`config.mk`:
```
export PLATFORM = sky130hd
export DESIGN_NAME = tag_rx_seq_ctrl
export DESIGN_NICKNAME = d
export VERILOG_FILES = /design/src/rtl/tag_rx_seq_ctrl.sv
export SDC_FILE = /design/constraint.sdc
export NUM_CORES = 1
export LEC_CHECK = 0
export CORE_ASPECT_RATIO = 1.25
export CORE_MARGIN = 2
export CORE_UTILIZATION = 58
export CTS_CLUSTER_SIZE = 10
export DETAILED_ROUTE_END_ITERATION = 12
export MAX_ROUTING_LAYER = met4
export PLACE_DENSITY_LB_ADDON = 0.3
export SYNTH_ARGS = -nofsm -noshare
export SYNTH_HDL_FRONTEND = slang
export SYNTH_SLANG_ARGS = --single-unit
```
`constraint.sdc`:
```
create_clock -name clk -period 9.66 [get_ports clk]
set_clock_uncertainty 0.05 [all_clocks]
set_input_delay 0.966 -clock clk [delete_from_list [all_inputs] [get_ports clk]]
set_output_delay 0.966 -clock clk [all_outputs]
set_load 0.01 [all_outputs]
```
`src/rtl/tag_rx_seq_ctrl.sv`:
```
// RX sequencing controller: preamble peak -> programmable +/-AMP location-sync burst -> tag_rx start,
// then sync_ready wait with optional timeout, holdoff and re-arm.
module tag_rx_seq_ctrl #(
   parameter int unsigned DATA_WIDTH  = 16,
   parameter int unsigned CNT_W       = 16,
   parameter int unsigned TO_W        = 24,
   parameter int unsigned NREP        = 7,
   parameter int unsigned AMP         = 16384,
   parameter int unsigned HOLDOFF_CYC = 1024,
   parameter int unsigned GPIO_W      = 12
) (
   input  logic                  clk,
   input  logic                  reset,
   input  logic                  run,
   input  logic                  peak_tvalid,
   input  logic                  peak_stb,
   input  logic                  sync_ready,
   input  logic [CNT_W-1:0]      seg_len_p,
   input  logic [CNT_W-1:0]      seg_len_n,
   input  logic [CNT_W-1:0]      trig_delay,
   input  logic [TO_W-1:0]       timeout,
   output logic                  rx_valid,
   output logic                  rx_trig,
   output logic                  sync_sel,
   output logic [DATA_WIDTH-1:0] sync_i,
   output logic [DATA_WIDTH-1:0] sync_q,
   output logic [2:0]            state,
   output logic [15:0]           frame_cnt,
   output logic                  timeout_err,
   output logic [GPIO_W-1:0]     gpio_out,
   output logic [GPIO_W-1:0]     gpio_ddr
);
   localparam int unsigned PER_W = CNT_W + 1;
   localparam int unsigned TOT_W = CNT_W + $clog2(NREP) + 1;
   localparam int unsigned HO_W  = $clog2(HOLDOFF_CYC + 1);
   localparam int unsigned CW    = (TOT_W > HO_W) ? TOT_W : HO_W;
   localparam logic [DATA_WIDTH-1:0] AMP_P = DATA_WIDTH'(AMP);
   localparam logic [DATA_WIDTH-1:0] AMP_N = DATA_WIDTH'(0) - AMP_P;

   typedef enum logic [2:0] {
      S_IDLE    = 3'd0,
      S_ARMED   = 3'd1,
      S_SYNC    = 3'd2,
      S_RX      = 3'd3,
      S_HOLDOFF = 3'd4
   } state_t;

   state_t             r_state, w_state_nxt;
   logic [CW-1:0]      r_cnt, w_cnt_nxt, w_cnt_inc;
   logic [PER_W-1:0]   r_ph, w_ph_nxt;
   logic [TO_W-1:0]    r_tocnt, w_tocnt_nxt;
   logic [CNT_W-1:0]   r_len_p, r_len_n, r_trig_delay;
   logic [CNT_W-1:0]   w_len_p_nxt, w_len_n_nxt, w_trig_delay_nxt;
   logic [TO_W-1:0]    r_timeout, w_timeout_nxt;
   logic               r_rx_valid, r_rx_trig, r_sync_sel, r_timeout_err;
   logic               w_rx_valid_nxt, w_rx_trig_nxt, w_sync_sel_nxt, w_err_nxt;
   logic [15:0]        r_frame_cnt, w_frame_nxt;
   logic [GPIO_W-1:0]  r_gpio_out, w_gpio_nxt;
   logic               w_latch;
   logic [PER_W-1:0]   w_period;
   logic [TOT_W-1:0]   w_tot, w_trig_end;
   logic               w_trig_en;

   // Burst geometry from the latched configuration
   assign w_period   = PER_W'(r_len_p) + PER_W'(r_len_n);
   assign w_tot      = TOT_W'(NREP) * TOT_W'(w_period);
   assign w_trig_en  = TOT_W'(r_trig_delay) < w_tot;
   assign w_trig_end = w_tot - TOT_W'(r_trig_delay);
   assign w_cnt_inc  = r_cnt + CW'(1);
   assign w_gpio_nxt = GPIO_W'({r_timeout_err, r_rx_trig, r_sync_sel});

   always_comb begin
      w_state_nxt      = r_state;
      w_cnt_nxt        = r_cnt;
      w_ph_nxt         = r_ph;
      w_tocnt_nxt      = r_tocnt;
      w_rx_valid_nxt   = r_rx_valid;
      w_rx_trig_nxt    = r_rx_trig;
      w_sync_sel_nxt   = r_sync_sel;
      w_frame_nxt      = r_frame_cnt;
      w_err_nxt        = r_timeout_err;
      w_len_p_nxt      = r_len_p;
      w_len_n_nxt      = r_len_n;
      w_trig_delay_nxt = r_trig_delay;
      w_timeout_nxt    = r_timeout;
      w_latch          = 1'b0;
      case (r_state)
         S_IDLE: begin
            w_state_nxt = S_ARMED;
            w_latch     = 1'b1;
         end
         S_ARMED: begin
            if (peak_tvalid && peak_stb) begin
               w_state_nxt    = S_SYNC;
               w_cnt_nxt      = '0;
               w_ph_nxt       = '0;
               w_rx_valid_nxt = 1'b1;
               w_sync_sel_nxt = 1'b1;
               w_rx_trig_nxt  = w_trig_en;
            end
         end
         S_SYNC: begin
            if (r_cnt == CW'(w_tot) - CW'(1)) begin
               w_state_nxt    = S_RX;
               w_tocnt_nxt    = '0;
               w_rx_trig_nxt  = 1'b0;
               w_sync_sel_nxt = 1'b0;
            end else begin
               w_cnt_nxt     = w_cnt_inc;
               w_ph_nxt      = (r_ph == w_period - PER_W'(1)) ? '0 : r_ph + PER_W'(1);
               w_rx_trig_nxt = w_trig_en && (w_cnt_inc < CW'(w_trig_end));
            end
         end
         S_RX: begin
            // A success on the timeout cycle takes priority over the error
            w_tocnt_nxt = r_tocnt + TO_W'(1);
            if (sync_ready && peak_tvalid) begin
               w_state_nxt    = S_HOLDOFF;
               w_cnt_nxt      = '0;
               w_rx_valid_nxt = 1'b0;
               w_frame_nxt    = r_frame_cnt + 16'd1;
            end else if ((r_timeout != '0) && (r_tocnt == r_timeout - TO_W'(1))) begin
               w_state_nxt    = S_HOLDOFF;
               w_cnt_nxt      = '0;
               w_rx_valid_nxt = 1'b0;
               w_err_nxt      = 1'b1;
            end
         end
         S_HOLDOFF: begin
            if (r_cnt == CW'(HOLDOFF_CYC - 1)) begin
               w_state_nxt = S_ARMED;
               w_latch     = 1'b1;
            end else begin
               w_cnt_nxt = w_cnt_inc;
            end
         end
         default: begin
            w_state_nxt    = S_IDLE;
            w_rx_valid_nxt = 1'b0;
            w_rx_trig_nxt  = 1'b0;
            w_sync_sel_nxt = 1'b0;
         end
      endcase
      if (w_latch) begin
         w_len_p_nxt      = (seg_len_p == '0) ? CNT_W'(1) : seg_len_p;
         w_len_n_nxt      = (seg_len_n == '0) ? CNT_W'(1) : seg_len_n;
         w_trig_delay_nxt = trig_delay;
         w_timeout_nxt    = timeout;
      end
   end

   // run low acts as a soft clear that preserves the frame count and error flag
   always_ff @(posedge clk) begin
      if (reset || !run) begin
         r_state      <= S_IDLE;
         r_cnt        <= '0;
         r_ph         <= '0;
         r_tocnt      <= '0;
         r_len_p      <= '0;
         r_len_n      <= '0;
         r_trig_delay <= '0;
         r_timeout    <= '0;
         r_rx_valid   <= 1'b0;
         r_rx_trig    <= 1'b0;
         r_sync_sel   <= 1'b0;
         r_gpio_out   <= '0;
         if (reset) begin
            r_frame_cnt   <= '0;
            r_timeout_err <= 1'b0;
         end
      end else begin
         r_state       <= w_state_nxt;
         r_cnt         <= w_cnt_nxt;
         r_ph          <= w_ph_nxt;
         r_tocnt       <= w_tocnt_nxt;
         r_len_p       <= w_len_p_nxt;
         r_len_n       <= w_len_n_nxt;
         r_trig_delay  <= w_trig_delay_nxt;
         r_timeout     <= w_timeout_nxt;
         r_rx_valid    <= w_rx_valid_nxt;
         r_rx_trig     <= w_rx_trig_nxt;
         r_sync_sel    <= w_sync_sel_nxt;
         r_frame_cnt   <= w_frame_nxt;
         r_timeout_err <= w_err_nxt;
         r_gpio_out    <= w_gpio_nxt;
      end
   end

   assign sync_i      = r_sync_sel ? ((r_ph < PER_W'(r_len_p)) ? AMP_P : AMP_N) : '0;
   assign sync_q      = '0;
   assign rx_valid    = r_rx_valid;
   assign rx_trig     = r_rx_trig;
   assign sync_sel    = r_sync_sel;
   assign state       = r_state;
   assign frame_cnt   = r_frame_cnt;
   assign timeout_err = r_timeout_err;
   assign gpio_out    = r_gpio_out;
   assign gpio_ddr    = GPIO_W'(3'b111);
endmodule

```
==> results by group <==
Logic synthesis
  • Mux contribution to synthesized area: 0.672%
  • Combinational family with the most area after synthesis: simple AND/OR/NAND/NOR gates
  • Asr flop ratio synth: 0%
  • Xor/xnor share of the synthesized area: 10.5%
  • Top-area cell type share of the netlist area: 20.4%
  • Synth Area in Compound Gates: 21.2%
  • Avg Cell Area, Syn: 7.90 um^2
  • Synth Area in Simple Gates: 23.0%
  • Main synth FF type: dfxtp_1
  • Mapped cell area: 0.0140 mm^2
  • Yosys top cell by area: dfxtp_1
  • Adder-cell share of the synthesized area: 12.0%
  • Number of flops mapped to enable cells by yosys: 17
  • Synth Register Bits: 159
  • Synth unique cells: 110
  • Mapped Cells: 1,767
  • Synth Warn #: 0
  • Post-synthesis sequential area ratio: 24.0%
  • Synth area leaders: dfxtp_1 20%, ha_1 9.7%, nand2_1 6.5%

Hold path
  • Hold WC Path Type: reg2reg

GRT
  • Largest net degree at the start of global routing: 71
  • Vias in the first global route: 12,000
  • Overflow left after global routing: 0
  • First-pass GRT wire length: 58,000 um
  • Initial antenna violation count: 0
  • All-Layer GR Usage: 29.1%

Setup path
  • Worst path buffer plus inverter count: 2
  • Worst setup EP type: register
  • Family with the most delay on the worst path: compound AO/OA/AOI/OAI gates
  • CP Launch Type: register
  • CP Max Fanout: 12
  • WP data arrival: 8.19 ns
  • Worst path max stage delay: 0.57 ns
  • Kind of critical path: reg2reg
  • Critical Path Most Common Cell: a21oi_1
  • Critical Path RT: 9.95 ns
  • Slowest-stage cell, CP: xnor2_1

STA
  • Final Hold Fails: 0
  • Tmin final: 7.90 ns
  • Worst Tran Pin Value: 0.881 ns
  • Final Max Tran Viols: 0
  • Slew headroom: 41.0%
  • Fin crit share: 81.7%
  • Fmax: 0.127 GHz
  • # setup viols final: 0
  • Final setup TNS: 0 ns
  • Unrepaired setup endpoints after global routing: no

Power
  • Comb power frac: 42.5%
  • Seq pwr share: 28.6%
  • Switching share of power: 37.4%
  • Sw Pwr: 0.919 mW
  • Leakage power: 6.48 nW
  • Internal Power: 1.54 mW
  • PwrDens: 159 mW/mm^2
  • VDD IR max: 0.000141 V
  • Part of the power in the clock network: 28.9%
  • Overall power: 2.46 mW

Layout
  • Area delta synth->final: 10.6%
  • Util after Layout: 65.1%
  • Fin nets: 2,009
  • # diodes: 0
  • Layout cells sized above 1: 5.27%
  • Fin area: 0.0154 mm^2

Clock network
  • Clock root buffer: clkbuf_16
  • Number of setup buffers added after CTS: 0
  • Reg clk slew, reported paths: 0.07 ns
  • Hold-fix buffers at CTS: 0
  • CTS max path bufs: 2
  • Clock latency on the worst-skew pair: 0.44 ns
  • Resize count post-CTS: 0
  • CTS Sinks: 159
  • TritonCTS buffer count: 17
  • CTS tree: yes
  • H-tree depth: 4

Place
  • Post-placement cell area: 0.0148 mm^2
  • IO Port Bufs: 105
  • Routability congestion estimate: 0.916
  • Detailed Place HPWL: 26,700 um

Route
  • DRT Wirelength: 35,400 um
  • WL met2: 17,400 um
  • Routed length per instance: 16.5 um
  • Met3 wire len: 1760 um
  • TritonRoute pass-1 iters: 5
  • Via density: 5.94
  • DRT antenna net count: 0
  • Via count: 12,700
  • DRT met1 WL: 15,300 um
  • DR iter-0 viols: 769
  • Uppermost routed layer: met4
  • DRC: 0

Die
  • Die height: 177 um
  • Die width: 143 um
  • Die Area: 0.0253 mm^2
  • Core Rows: 63
  • Boundary Pins: 157
  • Initial Utilization: 58.9%
  • Core area: 0.0237 mm^2

Status
  • Status: finished, final reports clean

Run
  • Max-cap violations: 0
state kept, by name, summed over array words and instances (netlist names):
register      cells
rx_valid          1
rx_trig           1
r_cnt            20
r_trig_delay     16
frame_cnt        16
r_tocnt          24
state             3
timeout_err       1
r_len_p          16
sync_sel          1
gpio_out          3
r_timeout        24
r_len_n          16
r_ph             17
area by class of cell:
cell class,count,area (um^2)
flip-flops and latches,159,3350
inverters,91,342
fillers,2047,8290
clock buffers,21,503
repair buffers,112,1100
clock inverters,11,116
multi-input cells,1426,9620
well taps,325,407
cells by family (layout without fill, tap and decap cells):
logic type      Yosys count  count (layout)
simple gates            649             649
other cells               2              51
buf+inv                 231             235
xor+xnor                150             150
compound gates          443             443
mux                       9               9
fa+ha+maj               124             124
flops                   159             159
synthesized netlist by cell type, drive strengths merged (8+ instances only):
library cell	n
xor2	56
buf	68
nand4	28
nor2b	13
fa	16
a31o	12
o211ai	11
and2	13
a311oi	10
and4	10
ha	108
nand2b	17
clkbuf	70
and3	32
xnor3	8
a21o	56
or4	12
nor2	105
nand3	61
or3	14
a211o	11
o22ai	16
dfxtp	142
xnor2	85
nor3	47
a31oi	15
nand2	240
a21oi	151
edfxtp	17
o21a	17
nor4	31
a211oi	9
o21ai	73
inv	91
nor3b	9
power groups by stage:
stage	Clock (mW)	Sequential [mW]	Combinational (mW)
6_report	0.710	0.703	1.04
5_1_grt	0.741	0.706	1.16
4_1_cts	0.715	0.703	1.03
3_5_place_dp	0	0.718	1.03
3_3_place_gp	0	0.717	1.00
2_1_floorplan	0	0.713	0.828
through the flow:
step	cells	setup WS, ns	hold WS (ns)
after floorplan	1816	2.64	0.386
after global placement	2113	2.26	0.394
after detailed placement	2113	1.91	0.400
after CTS	2145	1.86	0.410
after global routing	2145	1.04	0.425
final	2145	1.76	0.409
layer usage:
metal	global-route usage [%]	vias up
met3	4.24	74
met4	10.7	0
met5	-	-
li1	-	6271
met2	49.5	383
met1	34.9	6010
final timing paths:
| check | from | endpoint | slack (ns) | cells past startpoint |
|---|---|---|---|---|
| min reg2reg | r_trig_delay[6]$_SDFFE_PN0P_ | r_trig_delay[6]$_SDFFE_PN0P_ | 0.41 | 2 |
| max | r_len_p[0]$_SDFFE_PN0P_ | rx_trig$_SDFFE_PN0P_ | 1.76 | 31 |
| max reg2reg | r_len_p[0]$_SDFFE_PN0P_ | rx_trig$_SDFFE_PN0P_ | 1.76 | 31 |
| min | r_trig_delay[6]$_SDFFE_PN0P_ | r_trig_delay[6]$_SDFFE_PN0P_ | 0.41 | 2 |
tightest hold or removal path, cell delays in order (launching register included):
cell	delay, ns
dfxtp_1	0.31
nand2_1	0.05
a21oi_1	0.05
cells in the final DEF (no fill, tap or decap), types with 51 or more instances in the layout:
cell type	instances
a21o_1	56
a21oi_1	150
clkdlybuf4s50_1	105
conb_1	51
dfxtp_1	142
ha_1	108
inv_1	91
nand2_1	239
nand3_1	61
nor2_1	103
o21ai_0	67
xnor2_1	83
xor2_1	56
Note: power is estimated with default switching activity, not from simulation.
